**src/rtl/energy_pkg.sv**
```systemverilog
// Shared definitions for the windowed-energy averager: default widths and
// the state encodings of the window and divider controllers.
package energy_pkg;

    localparam int REG_DATA_WIDTH_DEF = 32;
    localparam int OUT_DATA_WIDTH_DEF = 64;

    typedef enum logic [1:0] {
        IDLE  = 2'd0,
        START = 2'd1,
        RUN   = 2'd2,
        STOP  = 2'd3
    } win_state_t;

    typedef enum logic [1:0] {
        DIV_IDLE = 2'd0,
        DIV_RUN  = 2'd1,
        DIV_SIGN = 2'd2,
        DIV_DONE = 2'd3
    } div_state_t;

endpackage

```
**src/rtl/seq_udivider.sv**
```systemverilog
// Unsigned restoring divider, one quotient bit per cycle, DW iterations.
// A start pulse loads the operands; busy is high while iterating and done
// marks the final iteration, so the quotient is valid from the next cycle.
// The remainder is kept internally and not exported.
module seq_udivider #(
    parameter int DW = 64,
    parameter int VW = 32
) (
    input  logic          clk,
    input  logic          rst,
    input  logic          start,
    input  logic [DW-1:0] dividend,
    input  logic [VW-1:0] divisor,
    output logic          busy,
    output logic          done,
    output logic [DW-1:0] quotient
);

    localparam int            CW   = $clog2(DW + 1);
    localparam logic [CW-1:0] ITER = CW'(DW);

    logic [CW-1:0] count_r;
    logic [DW-1:0] quo_r;
    logic [VW-1:0] rem_r;
    logic [VW-1:0] den_r;
    logic [VW:0]   trial;
    logic [VW-1:0] diff;
    logic          take;

    // one restoring step: shift the next dividend bit in, subtract if it fits
    always_comb begin
        trial = {rem_r, quo_r[DW-1]};
        take  = (trial >= {1'b0, den_r});
        diff  = trial[VW-1:0] - den_r;
    end

    // operand load on start, then one quotient bit per cycle until count runs out
    always_ff @(posedge clk or posedge rst) begin
        if (rst) begin
            count_r <= '0;
            quo_r   <= '0;
            rem_r   <= '0;
            den_r   <= '0;
        end else if (start) begin
            count_r <= ITER;
            quo_r   <= dividend;
            rem_r   <= '0;
            den_r   <= divisor;
        end else if (count_r != '0) begin
            count_r <= count_r - CW'(1);
            quo_r   <= {quo_r[DW-2:0], take};
            rem_r   <= take ? diff : trial[VW-1:0];
        end
    end

    assign busy     = (count_r != '0);
    assign done     = (count_r == CW'(1));
    assign quotient = quo_r;

endmodule

```
**src/rtl/energy_window_ctrl.sv**
```systemverilog
// Windowed-energy controller: opens/closes integrator windows of
// window_len counted samples, captures the integrated energy and divides it
// by the sample count to produce a signed mean, one result per window.
// Build option: define ENERGY_AVG_ROUND_EN to round the mean half away from
// zero instead of truncating toward zero.
module energy_window_ctrl
    import energy_pkg::*;
#(
    parameter int REG_DATA_WIDTH = REG_DATA_WIDTH_DEF,
    parameter int OUT_DATA_WIDTH = OUT_DATA_WIDTH_DEF
) (
    input  logic                      clk,
    input  logic                      rst,
    input  logic                      enable,
    input  logic [REG_DATA_WIDTH-1:0] window_len,
    input  logic                      in_data_valid,
    output logic                      int_start,
    output logic                      int_stop,
    input  logic [OUT_DATA_WIDTH-1:0] energy_in,
    input  logic [REG_DATA_WIDTH-1:0] energy_n_in,
    input  logic                      energy_valid_in,
    output logic [OUT_DATA_WIDTH-1:0] avg_out,
    output logic [REG_DATA_WIDTH-1:0] avg_n,
    output logic                      avg_valid,
    output logic                      div_zero,
    output logic                      busy,
    output logic                      overrun,
    input  logic                      clr_overrun
);

    localparam int RW = REG_DATA_WIDTH;
    localparam int OW = OUT_DATA_WIDTH;

    win_state_t    win_state_r;
    win_state_t    win_next;
    div_state_t    div_state_r;
    div_state_t    div_next;

    logic [RW-1:0] len_r;
    logic [RW-1:0] cnt_r;
    logic          cap_cycle_r;
    logic [RW-1:0] samples_r;
    logic          neg_r;

    logic [RW-1:0] samples;
    logic          zero_samp;
    logic          div_busy;
    logic          accept;
    logic          set_ovr;
    logic          div_start;
    logic [OW-1:0] mag;
    logic [OW-1:0] dividend;
    logic          core_busy;
    logic          core_done;
    logic [OW-1:0] quotient;

    // window FSM next-state: windows run back-to-back while enable is high
    always_comb begin
        win_next = win_state_r;
        case (win_state_r)
            IDLE: begin
                if (enable) win_next = START;
                else        win_next = IDLE;
            end
            START: win_next = RUN;
            RUN: begin
                if (in_data_valid && (cnt_r == len_r - RW'(1))) win_next = STOP;
                else                                           win_next = RUN;
            end
            STOP: begin
                if (enable) win_next = START;
                else        win_next = IDLE;
            end
            default: win_next = IDLE;
        endcase
    end

    // window state, sample counter and registered start/stop pulses
    always_ff @(posedge clk or posedge rst) begin
        if (rst) begin
            win_state_r <= IDLE;
            len_r       <= '0;
            cnt_r       <= '0;
            int_start   <= 1'b0;
            int_stop    <= 1'b0;
            cap_cycle_r <= 1'b0;
        end else begin
            win_state_r <= win_next;
            int_start   <= (win_next == START);
            int_stop    <= (win_next == STOP);
            cap_cycle_r <= (win_state_r == STOP);
            if (win_state_r == START) begin
                len_r <= (window_len == '0) ? RW'(1) : window_len;
                cnt_r <= '0;
            end else if ((win_state_r == RUN) && in_data_valid) begin
                cnt_r <= cnt_r + RW'(1);
            end
        end
    end

    // capture decision and sign-magnitude divider operands
    always_comb begin
        samples   = energy_n_in - RW'(1);
        zero_samp = (samples == '0);
        div_busy  = core_busy || (div_state_r == DIV_SIGN);
        accept    = cap_cycle_r && energy_valid_in && !div_busy;
        set_ovr   = cap_cycle_r && (!energy_valid_in || div_busy);
        div_start = accept && !zero_samp;
        if (energy_in[OW-1]) mag = OW'(0) - energy_in;
        else                 mag = energy_in;
`ifdef ENERGY_AVG_ROUND_EN
        // |energy| <= 2^(OW-1), so adding half the divisor cannot carry out
        dividend = mag + OW'(samples >> 1);
`else
        dividend = mag;
`endif
    end

    // divider FSM next-state: RUN while the core iterates, one SIGN cycle after
    always_comb begin
        div_next = div_state_r;
        case (div_state_r)
            DIV_IDLE, DIV_DONE: begin
                if (accept) div_next = zero_samp ? DIV_DONE : DIV_RUN;
                else        div_next = DIV_IDLE;
            end
            DIV_RUN: begin
                if (core_done) div_next = DIV_SIGN;
                else           div_next = DIV_RUN;
            end
            DIV_SIGN: div_next = DIV_DONE;
            default:  div_next = DIV_IDLE;
        endcase
    end

    // divider state, captured window info, result registers and sticky overrun
    always_ff @(posedge clk or posedge rst) begin
        if (rst) begin
            div_state_r <= DIV_IDLE;
            samples_r   <= '0;
            neg_r       <= 1'b0;
            busy        <= 1'b0;
            avg_valid   <= 1'b0;
            avg_out     <= '0;
            avg_n       <= '0;
            div_zero    <= 1'b0;
            overrun     <= 1'b0;
        end else begin
            div_state_r <= div_next;
            busy        <= (div_next == DIV_RUN) || (div_next == DIV_SIGN);
            if (accept) begin
                samples_r <= samples;
                neg_r     <= energy_in[OW-1];
            end
            if (div_state_r == DIV_SIGN) begin
                avg_valid <= 1'b1;
                avg_out   <= neg_r ? (OW'(0) - quotient) : quotient;
                avg_n     <= samples_r;
                div_zero  <= 1'b0;
            end else if (accept && zero_samp) begin
                avg_valid <= 1'b1;
                avg_out   <= '0;
                avg_n     <= '0;
                div_zero  <= 1'b1;
            end else begin
                avg_valid <= 1'b0;
            end
            if (set_ovr)          overrun <= 1'b1;
            else if (clr_overrun) overrun <= 1'b0;
        end
    end

    seq_udivider #(
        .DW (OW),
        .VW (RW)
    ) u_div (
        .clk      (clk),
        .rst      (rst),
        .start    (div_start),
        .dividend (dividend),
        .divisor  (samples),
        .busy     (core_busy),
        .done     (core_done),
        .quotient (quotient)
    );

endmodule

```
**config.mk**
```make
export PLATFORM = sky130hd
export DESIGN_NAME = energy_window_ctrl
export DESIGN_NICKNAME = d
export VERILOG_FILES = /design/src/rtl/energy_pkg.sv /design/src/rtl/seq_udivider.sv /design/src/rtl/energy_window_ctrl.sv
export SDC_FILE = /design/constraint.sdc
export NUM_CORES = 1
export LEC_CHECK = 0
export BUFFER_PORTS_ARGS = -buffer_cell sky130_fd_sc_hd__buf_2
export CORE_ASPECT_RATIO = 0.5
export CORE_UTILIZATION = 45
export CTS_CLUSTER_DIAMETER = 150
export DETAILED_ROUTE_END_ITERATION = 12
export GPL_TIMING_DRIVEN = 0
export HOLD_SLACK_MARGIN = 0.05
export PLACE_DENSITY = 0.6
export SKIP_LAST_GASP = 1
export SLEW_MARGIN = 15
export SYNTH_ARGS = -nofsm -noshare
export SYNTH_HDL_FRONTEND = slang
export SYNTH_HIERARCHICAL = 1
export SYNTH_SLANG_ARGS = --single-unit
```
**constraint.sdc**
```tcl
create_clock -name clk -period 10 [get_ports clk]
set_input_delay 2 -clock clk [delete_from_list [all_inputs] [get_ports clk]]
set_output_delay 2 -clock clk [all_outputs]
set_load 0.01 [all_outputs]
```
==> flow_metrics.tcl, run 1 <==
set metrics [dict create \
    status "finished clean" \
    grt_max_degree 105 \
    synth.most_common_cell "nand2_1" \
    tightest_slew_ns 1.04 \
    register_area_um2 8480 \
    num_vias 18800 \
    drc_errors 0 \
    ys_types 81 \
    pwr-share-seq 0.457 \
    clk_pin_slew_ns 0.06 \
    core-area_um2 45700 \
    antenna_found_initial 5 \
    clock_skew_ns 0.0121 \
    synthCells 2402 \
    drive_above_1_share 0.134 \
    hold_viol 0 \
    crit_required_ns 10.37 \
    synth_edf_count 0 \
    peakVddDrop_mv 0.0886 \
    hold_buffers 0 \
    reg2reg_setup_slack_ns 3.18 \
    grt_pass1_vias 18000 \
    setup_viol_count_final 0 \
    synth.area.top_cells "dfrtp_1, xnor2_1, nand2_1" \
    rsz0062_at_grt "no" \
    synth_top_area_frac 0.403 \
    min_period_ns 7.02 \
    die_x_um 308 \
    crit_path_end_kind "register" \
    grt_pass1_wl_mm 100 \
    syn-num-nets 2582 \
    die_area_um2 47700 \
    pwr-share-clk 0.377 \
    place_hpwl_mm 48.4 \
    hp-class "register to register" \
    path_class "input pin to register" \
    synth_common_cells "nand2_1, dfrtp_1, o21ai_0" \
    synth_area_um2 21000 \
    switching_power_mw 1.01 \
    fp-row-count 55 \
    final_antenna_net_count 0 \
    start_util 0.461 \
    gr-usage-all-layers 0.267 \
    drt-total-wl_mm 64.2 \
    cts_setup_buffers 0 \
    dr.pass1.iters 5 \
    multi_input_area_um2 11700 \
    tritoncts "built" \
    cp.arrival_ns 7.39 \
    p_per_area_nw_per_um2 142 \
    drt_iter0_drc 1383 \
    tns_ns 0 \
    slew_headroom 0.302 \
    seq_area_frac_synth 0.403 \
    p_leak_nw 10.2 \
    wl_per_cell_um 19.3 \
    p_int_mw 2.42 \
    critPathSlowestCell "clkbuf_1" \
    async_reset_ff_frac 1.00 \
    fillers 4430 \
    syn_avg_cell_area_um2 8.76 \
    clock_path_buffers 3 \
    finalPower_mw 3.43 \
    critical_path.cell_chain "buf_2 > nor4_1 > nand4_1 > nor4_1 > xor2_1 > nor4_1 > and3_1 > nor2_1 > clkbuf_1 > clkbuf_1 > clkbuf_1 > a211oi_1" \
    root_buffer "clkbuf_16" \
    cts_buffers 35 \
    finalMaxSlewViolations 0 \
    switching_share 0.295 \
    stdcell_area_um2 24200 \
    gp_congestion 0.906 \
    htreeDepth 2 \
    synth_flop_cell "dfrtp_1" \
    worst-path-buf-inv 4 \
    min_period_over_period 0.702 \
    grt_overflow 0 \
    cts-resized-gates 0 \
    slowest_delay_ns 0.79 \
    maxCapViolCount 0 \
    io_buffers 233 \
    ys_ff_latch 339 \
    power_frac_comb 0.166 \
    viasPerCell 5.65 \
    critPathLaunchType "input pin" \
    max_freq_mhz 143 \
    cpLargestDelayFamily "simple AND/OR/NAND/NOR gates" \
    die_h_um 155 \
    yosysTopAreaCell "dfrtp_1" \
    io_pins 236 \
    dpl_cell_area_um2 23100 \
    clock_sinks 339 \
    fin_nets 2854 \
    clk_latency_ns 0.54 \
    ys.warnings.count 6 \
    syn_to_final_growth_pct 14.9 \
    worst-path-max-fanout 10 \
]
power by group through the flow:
stage	combinational (mW)	clock (mW)	sequential (mW)
detailed placement	0.571	0	1.59
global route	0.633	1.38	1.59
CTS	0.573	1.32	1.57
floorplan	0.414	0	1.55
global placement	0.560	0	1.59
finish	0.569	1.29	1.57
tightest hold or removal path: cells and delay by family (launching register included):
kind	cells	cell delay, ns
flip-flops	1	0.35
AND/OR/NAND/NOR	2	0.10
cell families after synthesis:
group / synth area share
DFF: 0.403
and+or+nand+nor: 0.221
muxes: 0.0524
buffers and inverters: 0.0399
xor gates and xnor gates: 0.0961
adders and majority gates: 0.0277
AOI/OAI and AO/OA: 0.160
path summary, 6_finish.rpt:
path	cells after the start	start	to
setup / recovery	12	energy_n_in[5]	u_div/rem_r[26]$_DFFE_PP0P_
hold / removal	2	samples_r[19]$_DFFE_PP0P_	samples_r[19]$_DFFE_PP0P_
setup reg to reg	13	u_div/count_r[3]$_DFFE_PP0P_	u_div/rem_r[26]$_DFFE_PP0P_
hold reg to reg	2	samples_r[19]$_DFFE_PP0P_	samples_r[19]$_DFFE_PP0P_
max in group asynchronous	3	rst	avg_out[55]$_DFFE_PP0P_
min in group asynchronous	2	rst	u_div/den_r[24]$_DFFE_PP0P_
flip-flops by register name (all words and copies together) (netlist names), 32 cells and up:
signal / cells
avg_n: 32
samples_r: 32
u_div/den_r: 32
avg_out: 64
len_r: 32
u_div/quotient: 64
cnt_r: 32
u_div/rem_r: 32
per-stage QoR:
stage	utilization	std cells	setup WS, ns	hold slack [ns]
6_report	0.529	3333	2.98	0.480
5_1_grt	0.529	3333	2.84	0.502
4_1_cts	0.529	3328	3.27	0.482
3_5_place_dp	0.505	3264	2.70	0.467
3_3_place_gp	0.503	3262	-0.281	0.462
2_1_floorplan	-	2402	2.43	0.446
placed cells by master (no fill, tap or decap), types with 74 or more instances in the layout:
master	netlist	routed
buf_2	4	237
clkbuf_1	106	118
dfrtp_1	339	339
inv_1	80	78
nand2_1	348	348
nand2b_1	91	91
nor2_1	142	142
o21ai_0	214	214
xnor2_1	157	157
xor2_1	74	74
routing by layer:
metal  vias to the layer above  part of all wire  GRT usage
met4                         0             0.034     0.0969
met3                       128             0.046     0.0302
li1                       9067                 -          -
met1                      9151              0.45      0.366
met2                       483              0.47      0.437
met5                         -                 0          0
final cells by class:
type                       instances  share of cell area
timing repair buffer             235              0.0505
tap                              627              0.0324
clock buffer                      53              0.0420
multi-input combinational       1850               0.485
sequential                       339               0.351
antenna                            5            0.000517
buffer                           132              0.0222
clock inverter                    11             0.00347
inverter                          81              0.0132
Power figures use the tool's default switching activity.
==> inputs of run 2 (changes only) <==
Clock period 10 ns to 6.6 ns, I/O delays scaled along.
==> flow_metrics.tcl, run 2 (synthesis gave the netlist of run 1 again) <==
set metrics [dict create \
    cp.arrival_ns 6.58 \
    max_freq_mhz 161 \
    clk_latency_ns 0.54 \
    critPathLaunchType "register" \
    slew_headroom 0.326 \
    path_class "register to register" \
    p_int_mw 3.74 \
    fp-row-count 55 \
    tightest_slew_ns 1.01 \
    die_h_um 155 \
    place_hpwl_mm 48.9 \
    finalMaxSlewViolations 0 \
    clock_sinks 339 \
    numPlacedInstances 3269 \
    drive_above_1_share 0.138 \
    slowest_delay_ns 0.62 \
    cts_setup_buffers 0 \
    p_per_area_nw_per_um2 218 \
    final_antenna_net_count 0 \
    switching_share 0.294 \
    cpMostUsedCell "clkbuf_1" \
    viasPerCell 5.62 \
    p_leak_nw 10.3 \
    drt_iter0_drc 1367 \
    critical_path.cell_chain "or4_1 > nor2_2 > inv_2 > clkbuf_1 > clkbuf_1 > nor2_1 > nand3_1 > clkbuf_1 > nor2_2 > clkbuf_1 > clkbuf_2 > clkbuf_1 > a211oi_1" \
    switching_power_mw 1.56 \
    io_pins 236 \
    dpl_cell_area_um2 23200 \
    root_buffer "clkbuf_16" \
    die_area_um2 47700 \
    crit_required_ns 6.98 \
    setup_viol_count_final 0 \
    peakVddDrop_mv 0.136 \
    num_vias 18700 \
    wl_per_cell_um 19.4 \
    holdWs_ns 0.485 \
    tritoncts "built" \
    grt_pass1_wl_mm 101 \
    gr-usage-all-layers 0.269 \
    clock_path_buffers 3 \
    syn_to_final_growth_pct 15.6 \
    core-area_um2 45700 \
    hold_viol 0 \
    rsz0062_at_grt "no" \
    min_period_ns 6.20 \
    crit_path_end_kind "register" \
    stdcell_area_um2 24300 \
    clk_pin_slew_ns 0.06 \
    start_util 0.461 \
    min_period_over_period 0.939 \
    tns_ns 0 \
    drc_errors 0 \
    fin_nets 2859 \
    die_x_um 308 \
    cts_buffers 35 \
    critPathSlowestCell "clkbuf_1" \
    drt-total-wl_mm 64.5 \
    worst-path-max-fanout 10 \
    grt_pass1_vias 18300 \
    layout_commonest_cell "nand2_1" \
    dr.pass1.iters 5 \
    power_frac_comb 0.164 \
    antenna_found_initial 4 \
    finalPower_mw 5.30 \
    htreeDepth 2 \
    pwr-share-clk 0.387 \
    final-instance-count-excl-fill 3335 \
    status "finished clean" \
    pwr-share-seq 0.449 \
    hp-class "register to register" \
    most-common-layout-cells "nand2_1, dfrtp_1, buf_2" \
    grt_overflow 0 \
    clock_skew_ns 0.0184 \
    maxCapViolCount 0 \
    gp_congestion 0.911 \
    grt_max_degree 100 \
    io_buffers 233 \
]
==> run 2: what timing repair did <==
item,in CTS,in global routing
endpoints found under the setup margin,3,10
gates resized for setup,1,3
hold buffers,0,0
==> run 2: path summary, 6_finish.rpt <==
kind / cells after the start / from / to / slack, ns
max in group asynchronous: 7 / rst / avg_out[50]$_DFFE_PP0P_ / 4.21
hold reg to reg: 2 / samples_r[20]$_DFFE_PP0P_ / samples_r[20]$_DFFE_PP0P_ / 0.49
hold / removal: 2 / samples_r[20]$_DFFE_PP0P_ / samples_r[20]$_DFFE_PP0P_ / 0.49
min in group asynchronous: 2 / rst / u_div/den_r[21]$_DFFE_PP0P_ / 0.82
setup / recovery: 13 / u_div/count_r[3]$_DFFE_PP0P_ / u_div/rem_r[7]$_DFFE_PP0P_ / 0.40
setup reg to reg: 13 / u_div/count_r[3]$_DFFE_PP0P_ / u_div/rem_r[7]$_DFFE_PP0P_ / 0.40
==> run 2: cell type report <==
cell class	count	area [um2]
timing repair buffer	240	1310
inverter	81	315
clock buffer	45	975
clock inverter	17	180
sequential	339	8480
multi-input combinational	1850	11700
antenna	4	10.0
buffer	132	538
tap	627	785
fill	4410	21400
==> run 2: worst max-delay path, delay by kind of cell, from the launching register on <==
kind                   cells  cell delay (ns)
DFF                        1             0.43
AOI/OAI and AO/OA          1             0.12
buffers and inverters      7             3.14
and+or+nand+nor            5             2.33
==> run 2: metal layers <==
| metal | track usage | part of all wire |
|---|---|---|
| met4 | 0.0815 | 0.028 |
| met2 | 0.453 | 0.48 |
| met5 | 0 | 0 |
| met1 | 0.363 | 0.45 |
| met3 | 0.0326 | 0.048 |
==> run 2: power groups by stage <==
stage	Sequential [mW]	Combinational, mW	Clock (mW)
3_5_place_dp	2.41	0.869	0
5_1_grt	2.41	0.970	2.17
2_1_floorplan	2.36	0.628	0
4_1_cts	2.38	0.872	2.09
3_3_place_gp	2.41	0.846	0
6_report	2.38	0.868	2.05
==> run 2: metrics by stage <==
step,setup WS [ns],utilization
2_1_floorplan,1.67,-
3_3_place_gp,-0.286,0.503
3_5_place_dp,0.0295,0.507
4_1_cts,0.195,0.532
5_1_grt,0.174,0.532
6_report,0.402,0.532
==> inputs of run 3 (changes only) <==
Settings changed: ABC_AREA set to 1, CORE_UTILIZATION 45 to 35, HOLD_SLACK_MARGIN 0.05 to unset, PLACE_DENSITY 0.6 to 0.48.
==> flow_metrics.tcl, run 3 <==
set metrics [dict create \
    top_layer "met4" \
    drt-total-wl_mm 81.5 \
    syn_to_final_growth_pct 15.4 \
    final_util 0.411 \
    maxCapViolCount 0 \
    tightest_slew_ns 0.990 \
    drive_above_1_share 0.104 \
    peakVddDrop_mv 0.221 \
    crit_start "energy_n_in[0]" \
    dr_wl_met3_mm 2.94 \
    wl_per_cell_um 17.4 \
    seq_area_frac_synth 0.364 \
    numPlacedInstances 4629 \
    switching_share 0.318 \
    fillers 7121 \
    die_area_um2 67600 \
    p_int_mw 3.66 \
    final-instance-count-excl-fill 4693 \
    min_period_over_period 0.722 \
    root_buffer "clkbuf_16" \
    grt_max_degree 96 \
    place_hpwl_mm 66.2 \
    synthCells 3504 \
    cp.arrival_ns 5.23 \
    routed-wl-met2_mm 39.6 \
    setup_viol_count_final 0 \
    core-area_um2 65300 \
    hp-class "register to register" \
    finalPower_mw 5.36 \
    finalMaxSlewViolations 0 \
    status "finished clean" \
    cts-resized-gates 0 \
    hold_viol 0 \
    crit_path_end_kind "register" \
    r2r_start "u_div/count_r[0]$_DFFE_PP0P_" \
    cpLargestDelayFamily "buffers and inverters" \
    drc_errors 0 \
    slowest_delay_ns 0.60 \
    critPathLaunchType "input pin" \
    min_period_ns 4.76 \
    fin_nets 3964 \
    worstHoldStart "avg_out[46]$_DFFE_PP0P_" \
    yosysTopAreaCell "dfrtp_1" \
    final_antenna_net_count 0 \
    clk_latency_ns 0.55 \
    layout_commonest_cell "nand2_1" \
    critical_path.cell_chain "buf_2 > inv_1 > ha_1 > nand2_1 > nor2_2 > nand2_1 > nor2_1 > xor2_1 > nor2_1 > nand2_1 > nor2_2 > a21oi_1 > buf_2 > clkbuf_1 > clkbuf_1 > nand2_1 > o21ai_0" \
    start_util 0.356 \
    gr-usage-all-layers 0.240 \
    most-common-layout-cells "nand2_1, inv_1, nor2_1" \
    drt_iter0_drc 1603 \
    grt_overflow 0 \
    htreeDepth 2 \
    synth_common_cells "nand2_1, inv_1, nor2_1" \
    grt_pass1_wl_mm 126 \
    worst-path-buf-inv 5 \
    synth.area.top_cells "dfrtp_1, nand2_1, inv_1" \
    switching_power_mw 1.70 \
    pwr-share-clk 0.382 \
    synth_top_area_frac 0.364 \
    cts_setup_buffers 0 \
    die_h_um 184 \
    synth.most_common_cell "nand2_1" \
    clock_sinks 339 \
    crit_required_ns 7.06 \
    p_leak_nw 13.5 \
    io_buffers 234 \
    path_class "input pin to register" \
    gp_congestion 0.945 \
    synth_flop_cell "dfrtp_1" \
    syn-num-nets 3684 \
    cts_buffers 37 \
    worst-path-max-fanout 10 \
    power_frac_comb 0.181 \
    ys.warnings.count 6 \
    ys_ff_latch 339 \
    clk_pin_slew_ns 0.06 \
    viasPerCell 4.86 \
    p_per_area_nw_per_um2 200 \
    syn_avg_cell_area_um2 6.64 \
    clock_skew_ns 0.0145 \
    max_freq_mhz 210 \
    num_vias 22800 \
    dr.pass1.iters 6 \
    critPathSlowestCell "clkbuf_1" \
    antenna_found_initial 0 \
    synth_edf_count 0 \
    grt_pass1_vias 22200 \
    fp-row-count 66 \
    pwr-share-seq 0.437 \
    slew_headroom 0.340 \
    ys_types 51 \
    rsz0062_at_grt "no" \
    synth_area_um2 23300 \
    cpMostUsedCell "nand2_1" \
    holdWs_ns 0.461 \
    async_reset_ff_frac 1.00 \
    die_x_um 367 \
    wl_met1_mm 37.0 \
    hold_buffers 0 \
    io_pins 236 \
    clock_path_buffers 3 \
    n_antenna_cell 0 \
    tritoncts "built" \
]
==> run 3: metrics by stage <==
stage	instance area [um2]	setup TNS [ns]	setup slack, ns
finish	26900	0	1.84
global route	26900	0	1.62
CTS	26900	0	1.94
detailed placement	25700	0	1.37
global placement	25600	-45.10	-0.351
floorplan	23300	0	1.67
==> run 3: routing by layer <==
metal | GRT usage | vias to the layer above
met5 | 0 | -
met4 | 0.0596 | 0
met3 | 0.0291 | 101
met2 | 0.424 | 379
met1 | 0.312 | 10700
li1 | - | 11600
==> run 3: power by group through the flow <==
stage	clock [mW]	sequential [mW]	combinational [mW]
floorplan	0	2.34	0.680
global placement	0	2.38	0.972
detailed placement	0	2.38	0.987
CTS	2.11	2.34	0.993
global route	2.20	2.36	1.13
finish	2.05	2.34	0.973
==> run 3: worst min-delay path, cell delays in order, from the launching register on <==
cell and delay (ns):
dfrtp_1 0.34, nand2_1 0.05, nand2_1 0.04
==> run 3: final cells by class <==
type                    count  area (um2)  share of cell area
multi-input cells        2490       12200               0.453
flip-flops and latches    339        8480               0.316
inverters                 579        2190              0.0814
repair buffers            241        1320              0.0491
well taps                 884        1110              0.0412
clock buffers              49        1040              0.0388
plain buffers              96         462              0.0172
clock inverters            15         105             0.00391
==> run 3: final timing paths <==
kind                                               end  depth (start not counted)  slack (ns)
max                        u_div/den_r[16]$_DFFE_PP0P_                         17        1.84
min                            avg_out[46]$_DFFE_PP0P_                          2        0.46
max reg2reg                u_div/den_r[16]$_DFFE_PP0P_                         14        2.40
min reg2reg                    avg_out[46]$_DFFE_PP0P_                          2        0.46
max in group asynchronous         cnt_r[4]$_DFFE_PP0P_                          4        4.93
min in group asynchronous  u_div/den_r[30]$_DFFE_PP0P_                          2        0.79
==> run 3: cell families (layout without fill, tap and decap cells) <==
| logic type | count (synthesis) | after routing | synth area share |
|---|---|---|---|
| adder cells (fa/ha/maj) | 46 | 46 | 0.0251 |
| AND/OR/NAND/NOR | 1894 | 1894 | 0.342 |
| flip-flops | 339 | 339 | 0.364 |
| AO/OA/AOI/OAI | 419 | 419 | 0.106 |
| buffers and inverters | 675 | 980 | 0.113 |
| XOR/XNOR | 131 | 131 | 0.0493 |
